**src/rtl/tinyalu_pkg.sv**
```systemverilog
// Shared types for the TinyALU requester: ALU opcodes, FSM states and the buffered command.
package tinyalu_pkg;

  typedef enum logic [2:0] {
    no_op  = 3'b000,
    add_op = 3'b001,
    and_op = 3'b010,
    xor_op = 3'b011,
    mul_op = 3'b100
  } operation_t;

  typedef enum logic [1:0] {
    IDLE,
    ISSUE,
    RESP
  } state_t;

  typedef struct packed {
    logic [2:0] op;
    logic [7:0] a;
    logic [7:0] b;
  } alu_cmd_t;

  // Ops that actually start tinyalu and produce a done pulse.
  function automatic logic op_needs_alu(logic [2:0] op);
    return (op >= 3'(add_op)) && (op <= 3'(mul_op));
  endfunction

  function automatic logic op_is_illegal(logic [2:0] op);
    return op > 3'(mul_op);
  endfunction

endpackage

```
**src/rtl/tinyalu_cmd_fifo.sv**
```systemverilog
// Small command FIFO. Extra pointer bit distinguishes full from empty; no read bypass.
module tinyalu_cmd_fifo
  import tinyalu_pkg::*;
#(
  parameter int unsigned Depth = 4
) (
  input  logic     clk_i,
  input  logic     reset_i,
  input  logic     push_i,
  input  alu_cmd_t wdata_i,
  input  logic     pop_i,
  output alu_cmd_t rdata_o,
  output logic     full_o,
  output logic     empty_o
);

  localparam int unsigned AddrW = $clog2(Depth);

  alu_cmd_t         mem_q [Depth];
  logic [AddrW:0]   wptr_q, rptr_q;
  logic             do_push, do_pop;

  assign empty_o = (wptr_q == rptr_q);
  assign full_o  = (wptr_q[AddrW] != rptr_q[AddrW]) &&
                   (wptr_q[AddrW-1:0] == rptr_q[AddrW-1:0]);
  assign do_push = push_i & ~full_o;
  assign do_pop  = pop_i & ~empty_o;
  assign rdata_o = mem_q[rptr_q[AddrW-1:0]];

  always_ff @(posedge clk_i) begin
    if (reset_i) begin
      wptr_q <= '0;
      rptr_q <= '0;
    end else begin
      if (do_push) wptr_q <= wptr_q + 1'b1;
      if (do_pop)  rptr_q <= rptr_q + 1'b1;
    end
  end

  always_ff @(posedge clk_i) begin
    if (do_push) mem_q[wptr_q[AddrW-1:0]] <= wdata_i;
  end

endmodule

```
**src/rtl/tinyalu_requester.sv**
```systemverilog
// Initiator for the TinyALU start/done protocol: queues commands, issues them one at a time,
// and returns each result (or an error for illegal ops / timeouts) on a valid/ready port.
module tinyalu_requester
  import tinyalu_pkg::*;
#(
  parameter int unsigned FIFO_DEPTH = 4,
  parameter int unsigned TIMEOUT    = 15
) (
  input  logic        clk,
  input  logic        reset,
  input  logic        cmd_valid,
  output logic        cmd_ready,
  input  logic [2:0]  cmd_op,
  input  logic [7:0]  cmd_a,
  input  logic [7:0]  cmd_b,
  output logic        rsp_valid,
  input  logic        rsp_ready,
  output logic [15:0] rsp_result,
  output logic [2:0]  rsp_op,
  output logic        rsp_err,
  output logic        alu_start,
  output logic [2:0]  alu_op,
  output logic [7:0]  alu_a,
  output logic [7:0]  alu_b,
  input  logic        alu_done,
  input  logic [15:0] alu_result,
  output logic        busy
);

  localparam int unsigned TmoW = $clog2(TIMEOUT + 1);

  state_t          state_q;
  logic [TmoW-1:0] tmo_q;
  alu_cmd_t        fifo_wdata, fifo_head;
  logic            fifo_full, fifo_empty, fifo_pop;

  assign fifo_wdata = '{op: cmd_op, a: cmd_a, b: cmd_b};
  assign fifo_pop   = (state_q == IDLE) && !fifo_empty;
  assign cmd_ready  = !fifo_full;
  assign busy       = (state_q != IDLE) || !fifo_empty;

  tinyalu_cmd_fifo #(
    .Depth (FIFO_DEPTH)
  ) u_cmd_fifo (
    .clk_i   (clk),
    .reset_i (reset),
    .push_i  (cmd_valid),
    .wdata_i (fifo_wdata),
    .pop_i   (fifo_pop),
    .rdata_o (fifo_head),
    .full_o  (fifo_full),
    .empty_o (fifo_empty)
  );

  always_ff @(posedge clk) begin
    if (reset) begin
      state_q    <= IDLE;
      tmo_q      <= '0;
      alu_start  <= 1'b0;
      alu_op     <= '0;
      alu_a      <= '0;
      alu_b      <= '0;
      rsp_valid  <= 1'b0;
      rsp_result <= '0;
      rsp_op     <= '0;
      rsp_err    <= 1'b0;
    end else begin
      case (state_q)
        IDLE: begin
          if (!fifo_empty) begin
            alu_op <= fifo_head.op;
            alu_a  <= fifo_head.a;
            alu_b  <= fifo_head.b;
            tmo_q  <= '0;
            if (op_needs_alu(fifo_head.op)) begin
              state_q   <= ISSUE;
              alu_start <= 1'b1;
            end else begin
              // no_op and illegal ops never touch tinyalu
              state_q    <= RESP;
              rsp_valid  <= 1'b1;
              rsp_result <= '0;
              rsp_op     <= fifo_head.op;
              rsp_err    <= op_is_illegal(fifo_head.op);
            end
          end
        end
        ISSUE: begin
          if (alu_done) begin
            state_q    <= RESP;
            alu_start  <= 1'b0;
            rsp_valid  <= 1'b1;
            rsp_result <= alu_result;
            rsp_op     <= alu_op;
            rsp_err    <= 1'b0;
          end else if (tmo_q == TmoW'(TIMEOUT - 1)) begin
            state_q    <= RESP;
            alu_start  <= 1'b0;
            rsp_valid  <= 1'b1;
            rsp_result <= '0;
            rsp_op     <= alu_op;
            rsp_err    <= 1'b1;
          end else begin
            tmo_q <= tmo_q + 1'b1;
          end
        end
        RESP: begin
          if (rsp_ready) begin
            state_q   <= IDLE;
            rsp_valid <= 1'b0;
          end
        end
        default: state_q <= IDLE;
      endcase
    end
  end

endmodule

```
**config.mk**
```make
export PLATFORM = sky130hd
export DESIGN_NAME = tinyalu_requester
export DESIGN_NICKNAME = d
export VERILOG_FILES = /design/src/rtl/tinyalu_pkg.sv /design/src/rtl/tinyalu_cmd_fifo.sv /design/src/rtl/tinyalu_requester.sv
export SDC_FILE = /design/constraint.sdc
export NUM_CORES = 1
export LEC_CHECK = 0
export BUFFER_PORTS_ARGS = -buffer_cell sky130_fd_sc_hd__buf_2
export CAP_MARGIN = 20
export CORE_MARGIN = 1.5
export CORE_UTILIZATION = 55
export DETAILED_ROUTE_END_ITERATION = 8
export PLACE_DENSITY = 0.78
export SETUP_SLACK_MARGIN = 0.5
export SLEW_MARGIN = 20
export SYNTH_ARGS = -nofsm -noshare
export SYNTH_HDL_FRONTEND = slang
export SYNTH_SLANG_ARGS = --single-unit
```
**constraint.sdc**
```tcl
create_clock -name clk -period 2.3 [get_ports clk]
set_input_delay 0.23 -clock clk [delete_from_list [all_inputs] [get_ports clk]]
set_output_delay 0.23 -clock clk [all_outputs]
set_load 0.01 [all_outputs]
```
## After elaboration in Yosys (flattened, before gate mapping)

Memory sizes are Yosys's and may differ from the RTL's. A register that Yosys moved wholly into a read port is not among the register bits.
Cells that the tools add are included.

- Muxes and demuxes: 39
- Magnitude comparators: 3
- Add/sub/neg operators: 3
- Bitwise logic cells: 4
- Reductions and logical operators: 16
- Eq/ne operators: 13

Operators with widths:

| cell | count |
|---|---|
| 2-to-1 mux 16 bit | 4 |
| one-hot mux 16 bit (2 select lines) | 1 |
| 2-to-1 mux 1 bit | 14 |
| 2-to-1 mux 2 bit | 7 |
| 2-to-1 mux 3 bit | 4 |
| 2-to-1 mux 4 bit | 3 |
| AND reduction 4 bit | 3 |
| inequality test 2 bit (second input constant) | 5 |
| one-hot mux 4 bit (2 select lines) | 1 |
| adder 3 x 1 -> 3 bit (second input constant) | 2 |
| one-hot mux 2 bit (3 select lines) | 1 |
| one-hot mux 3 bit (2 select lines) | 1 |
| AND reduction 5 bit | 1 |
| adder 4 x 1 -> 4 bit (second input constant) | 1 |
| == test 4 bit (second input constant) | 1 |
| one-hot mux 1 bit (2 select lines) | 2 |
| nonzero test 2 bit | 2 |
| == test 3 bit | 1 |
| greater-or-equal comparator 3 x 1 -> 1 bit (second input constant) | 1 |
| greater-than comparator 3 bit (second input constant) | 1 |
| <= comparator 3 bit (second input constant) | 1 |
| logical AND 1 bit | 3 |
| inequality test 3 bit (second input constant) | 1 |
| one-hot mux 1 bit (3 select lines) | 1 |
| other kinds (13) | 16 |

- Bits in writable memories: 76
- Memories kept: 1
- Register bits after elaboration: 53
- Output and inout bits: 43

Memory list:

| memory | words | width | read ports | clocked after Yosys merged registers in | write ports | RTL line | text |
|---|---|---|---|---|---|---|---|
| u_cmd_fifo.mem_q | 4 | 19 | 1 | 1 | 1 | tinyalu_cmd_fifo.sv:19 | `alu_cmd_t mem_q [Depth];` |

## Longest topological paths before layout

- Depth after elaboration: 6
- Mapped depth: 8
- Gate-level depth less buffers: 7

## Hierarchy

A second synthesis with hierarchy kept.

- Cell total of the unflattened synthesis: 365
- Area, all modules: 5126.2 µm²

By module, submodules not included:

| module | seq. area each (µm²) | area each (µm²) | times used | cells each |
|---|---|---|---|---|
| tinyalu_cmd_fifo | 2442.3 | 3313.2 | 1 | 167 |
| tinyalu_requester | 940.9 | 1813.0 | 1 | 198 |

## Least setup slack after synthesis

OpenSTA, ideal clock, no wires.

- Path type: reg2reg
- From: register with a tool-made name
- To: register rsp_result[10]
- Data arrival time: 1912 ps
- Slack: 272 ps
- Stages on the path, launching flop included: 8
- Clock period less this slack: 2028 ps
- Buffers on the path: 2
- Required time: 2183 ps
- Path through: dfxtp_1 -> buf_6 -> mux4_2 -> or3_4 -> nand3_4 -> a21oi_4 -> buf_6 -> a22o_1

RTL lines:

| what | RTL line | text |
|---|---|---|
| end signal: assignment | tinyalu_requester.sv:93 | `rsp_result <= alu_result;` |
| end: declaration | tinyalu_requester.sv:18 | `output logic [15:0] rsp_result,` |

==> impl_metrics.env <==
export IMPL_status="finished clean"
export IMPL_syn_inst=331
export IMPL_start_util=0.568
export IMPL_avgSynthCellArea_um2=15.0
export IMPL_fmax_ghz=0.507
export IMPL_viasPerCell=5.53
export IMPL_die_area_um2=9640
export IMPL_drive_above_1_share=0.367
export IMPL_track_usage=0.237
export IMPL_fp_dieH_um=98.2
export IMPL_core_area_um2=8760
export IMPL_gp_congestion=0.752
export IMPL_path_delay_family="simple AND/OR/NAND/NOR gates"
export IMPL_crit_required_ps=2690
export IMPL_antenna_cells=0
export IMPL_path_class="reg -> reg"
export IMPL_drtAntennaViolNets=0
export IMPL_ys_ff_latch=131
export IMPL_worst_setup_path_start_kind="register"
export IMPL_ys_seq_area_frac=0.679
export IMPL_cts_root_buf="clkbuf_8"
export IMPL_hold_viol=0
export IMPL_power_mw=8.14
export IMPL_p_sw_frac=0.329
export IMPL_ys_types=39
export IMPL_tns_ps=0
export IMPL_synth_edf_count=76
export IMPL_pre_cts_ws_ps=160
export IMPL_worstSkewPairLatency_ps=510
export IMPL_grt_overflow_total=0
export IMPL_fp_dieW_um=98.2
export IMPL_grt_pass1_wl_um=17100
export IMPL_min_period_ps=1970
export IMPL_path_buf_inv=1
export IMPL_syn_to_final_growth_pct=34.4
export IMPL_ys_flop_type="edfxtp_1"
export IMPL_p_per_area_nw_per_um2=1220
export IMPL_synthArstFlopShare=0
export IMPL_finalMaxSlewViolations=0
export IMPL_hpwl_um=6300
export IMPL_numCtsBuffers=17
export IMPL_setup_slack_ps=327
export IMPL_grt_pass1_vias=3450
export IMPL_fin_skew_ps=8.64
export IMPL_syn_nets=378
export IMPL_fin_crit_sh=0.858
export IMPL_power_frac_seq=0.380
export IMPL_grt_max_degree=25
export IMPL_h_tree_depth=4
export IMPL_placed_area_um2=5570
export IMPL_drc_errors=0
export IMPL_relSlewSlack=0.645
export IMPL_finalNetCount=524
export IMPL_wl_um=11000
export IMPL_path_cells="mux4_2 -> or3_4 -> nand3_4 -> a21oi_4 -> buf_12 -> a22o_1"
export IMPL_cp_max_fo=16
export IMPL_setup_viol=0
export IMPL_stdcell_area_um2=6690
export IMPL_clk_pin_slew_worst_paths_ps=60
export IMPL_cts_sinks=131
export IMPL_numPortBuffers=82
export IMPL_via_count=3306
export IMPL_p_switching_mw=2.68
export IMPL_detail_route_wl_per_cell_um=18.3
export IMPL_drt_iter0_drc=128
export IMPL_worstMarginPinSlew_ps=532
export IMPL_intPower_mw=5.46
export IMPL_combinationalPowerShare=0.328
export IMPL_final_core_util=0.764
export IMPL_critical_path_slowest_cell="mux4_2"
export IMPL_min_path_type="in -> reg"
export IMPL_num_rows=34
export IMPL_pin_count=83
export IMPL_firstDrtPassIters=4
export IMPL_ir_drop_mv=1.00
export IMPL_rsz0062_at_grt="yes"
export IMPL_arrival_ps=2370
export IMPL_cap_violations=0
export IMPL_yosys_warnings=0
export IMPL_end_kind="register"
export IMPL_antenna_found_initial=0
export IMPL_tritoncts="done"
export IMPL_leakage_nw=2.58
export IMPL_cpPeakStageDelay_ps=520
export IMPL_synth_area_um2=4980
export IMPL_cts_max_path_buffers=2
export IMPL_clockPowerShare=0.293
## cells by family after synthesis
logic type / Yosys count / synth area share
flops: 131 / 0.679
compound gates: 65 / 0.0972
xor+xnor: 9 / 0.0158
buf+inv: 23 / 0.0261
simple gates: 73 / 0.0661
fa+ha+maj: 7 / 0.0176
mux: 23 / 0.0980
## placed cells by master, fill, tap and decap left out, drive strengths merged, types with 4 or more instances in the layout
cell type | Yosys | routed
nor2 | 10 | 10
clkbuf | 12 | 18
mux4 | 19 | 19
nand2 | 45 | 45
or3 | 4 | 4
o21ai | 4 | 4
dfxtp | 55 | 55
buf | 5 | 108
and2 | 5 | 5
nand3 | 6 | 6
inv | 6 | 8
edfxtp | 76 | 76
ha | 7 | 7
a22o | 16 | 16
clkinv | 0 | 8
dlygate4sd3 | 0 | 36
a21oi | 33 | 33
a311oi | 6 | 6
xnor2 | 6 | 6
## metal layers
| metal | GRT usage | part of all wire |
|---|---|---|
| met2 | 0.418 | 0.53 |
| met1 | 0.276 | 0.41 |
| met3 | 0.0587 | 0.057 |
| met4 | 0.101 | 0.0077 |
| met5 | 0 | 0 |
## worst register-to-register path: stages, from the launching register on
cell,delay [ps]
dfxtp_4,370
mux4_2,520
or3_4,420
nand3_4,120
a21oi_4,70
buf_12,170
a22o_1,200
## area by class of cell
| cell class | count | area (µm²) |
|---|---|---|
| sequential | 131 | 3400 |
| fill | 529 | 2070 |
| multi-input combinational | 177 | 1580 |
| timing repair buffer | 144 | 1030 |
| clock buffer | 18 | 418 |
| tap | 108 | 135 |
| clock inverter | 14 | 114 |
| inverter | 6 | 22.5 |
## sequential cells by signal (all words and copies together), names as in the netlist, named ones only
register / cells
u_cmd_fifo.mem_q: 76
rsp_result: 16
alu_a: 8
alu_b: 8
tmo_q: 4
alu_op: 3
rsp_op: 3
u_cmd_fifo.rptr_q: 3
u_cmd_fifo.wptr_q: 3
state_q: 2
alu_start: 1
rsp_err: 1
rsp_valid: 1
## power groups by stage
stage / Clock (mW) / Sequential (mW) / Combinational (mW)
6_report: 2.39 / 3.09 / 2.67
2_1_floorplan: 0 / 3.14 / 1.61
3_5_place_dp: 0 / 3.10 / 2.35
5_1_grt: 2.52 / 3.13 / 2.88
4_1_cts: 2.44 / 3.07 / 2.58
3_3_place_gp: 0 / 3.09 / 2.28
## through the flow
stage | hold WS [ps] | instances
finish | 176 | 598
global route | 190 | 598
CTS | 146 | 594
detailed placement | 444 | 518
global placement | 439 | 518
floorplan | 329 | 331
## worst paths after layout
path | depth (start not counted) | slack [ps] | startpoint | endpoint
worst min register to register | 2 | 450 | alu_a[6] | alu_a[6]
worst max-delay path | 6 | 330 | register | rsp_result[4]
worst max register to register | 6 | 330 | register | rsp_result[4]
worst min-delay path | 2 | 180 | reset | tmo_q[0]
## Yosys cell counts, drive strengths merged, types with 3 or more instances
| cell type | n | area, µm² |
|---|---|---|
| nand3 | 6 | 42.5 |
| a31oi | 3 | 18.8 |
| o21ai | 4 | 23.8 |
| a22o | 16 | 140 |
| xor2 | 3 | 26.3 |
| and2 | 5 | 31.3 |
| buf | 5 | 52.6 |
| or3 | 4 | 30.0 |
| edfxtp | 76 | 2280 |
| mux2i | 3 | 30.0 |
| nand2 | 45 | 169 |
| mux4 | 19 | 447 |
| a21oi | 33 | 195 |
| ha | 7 | 87.6 |
| xnor2 | 6 | 52.6 |
| inv | 6 | 22.5 |
| a311oi | 6 | 83.8 |
| clkbuf | 12 | 55.1 |
| nor2 | 10 | 37.5 |
| dfxtp | 55 | 1100 |
## what timing repair did
item                                    4_1_cts  5_1_grt
pin swaps                                     2        3
setup buffers                                 8        4
hold endpoints to repair                     94        0
hold buffers                                 36        0
resized for setup                            14        6
endpoints found under the setup margin      103      101
Note: power is estimated with default switching activity, not from simulation.
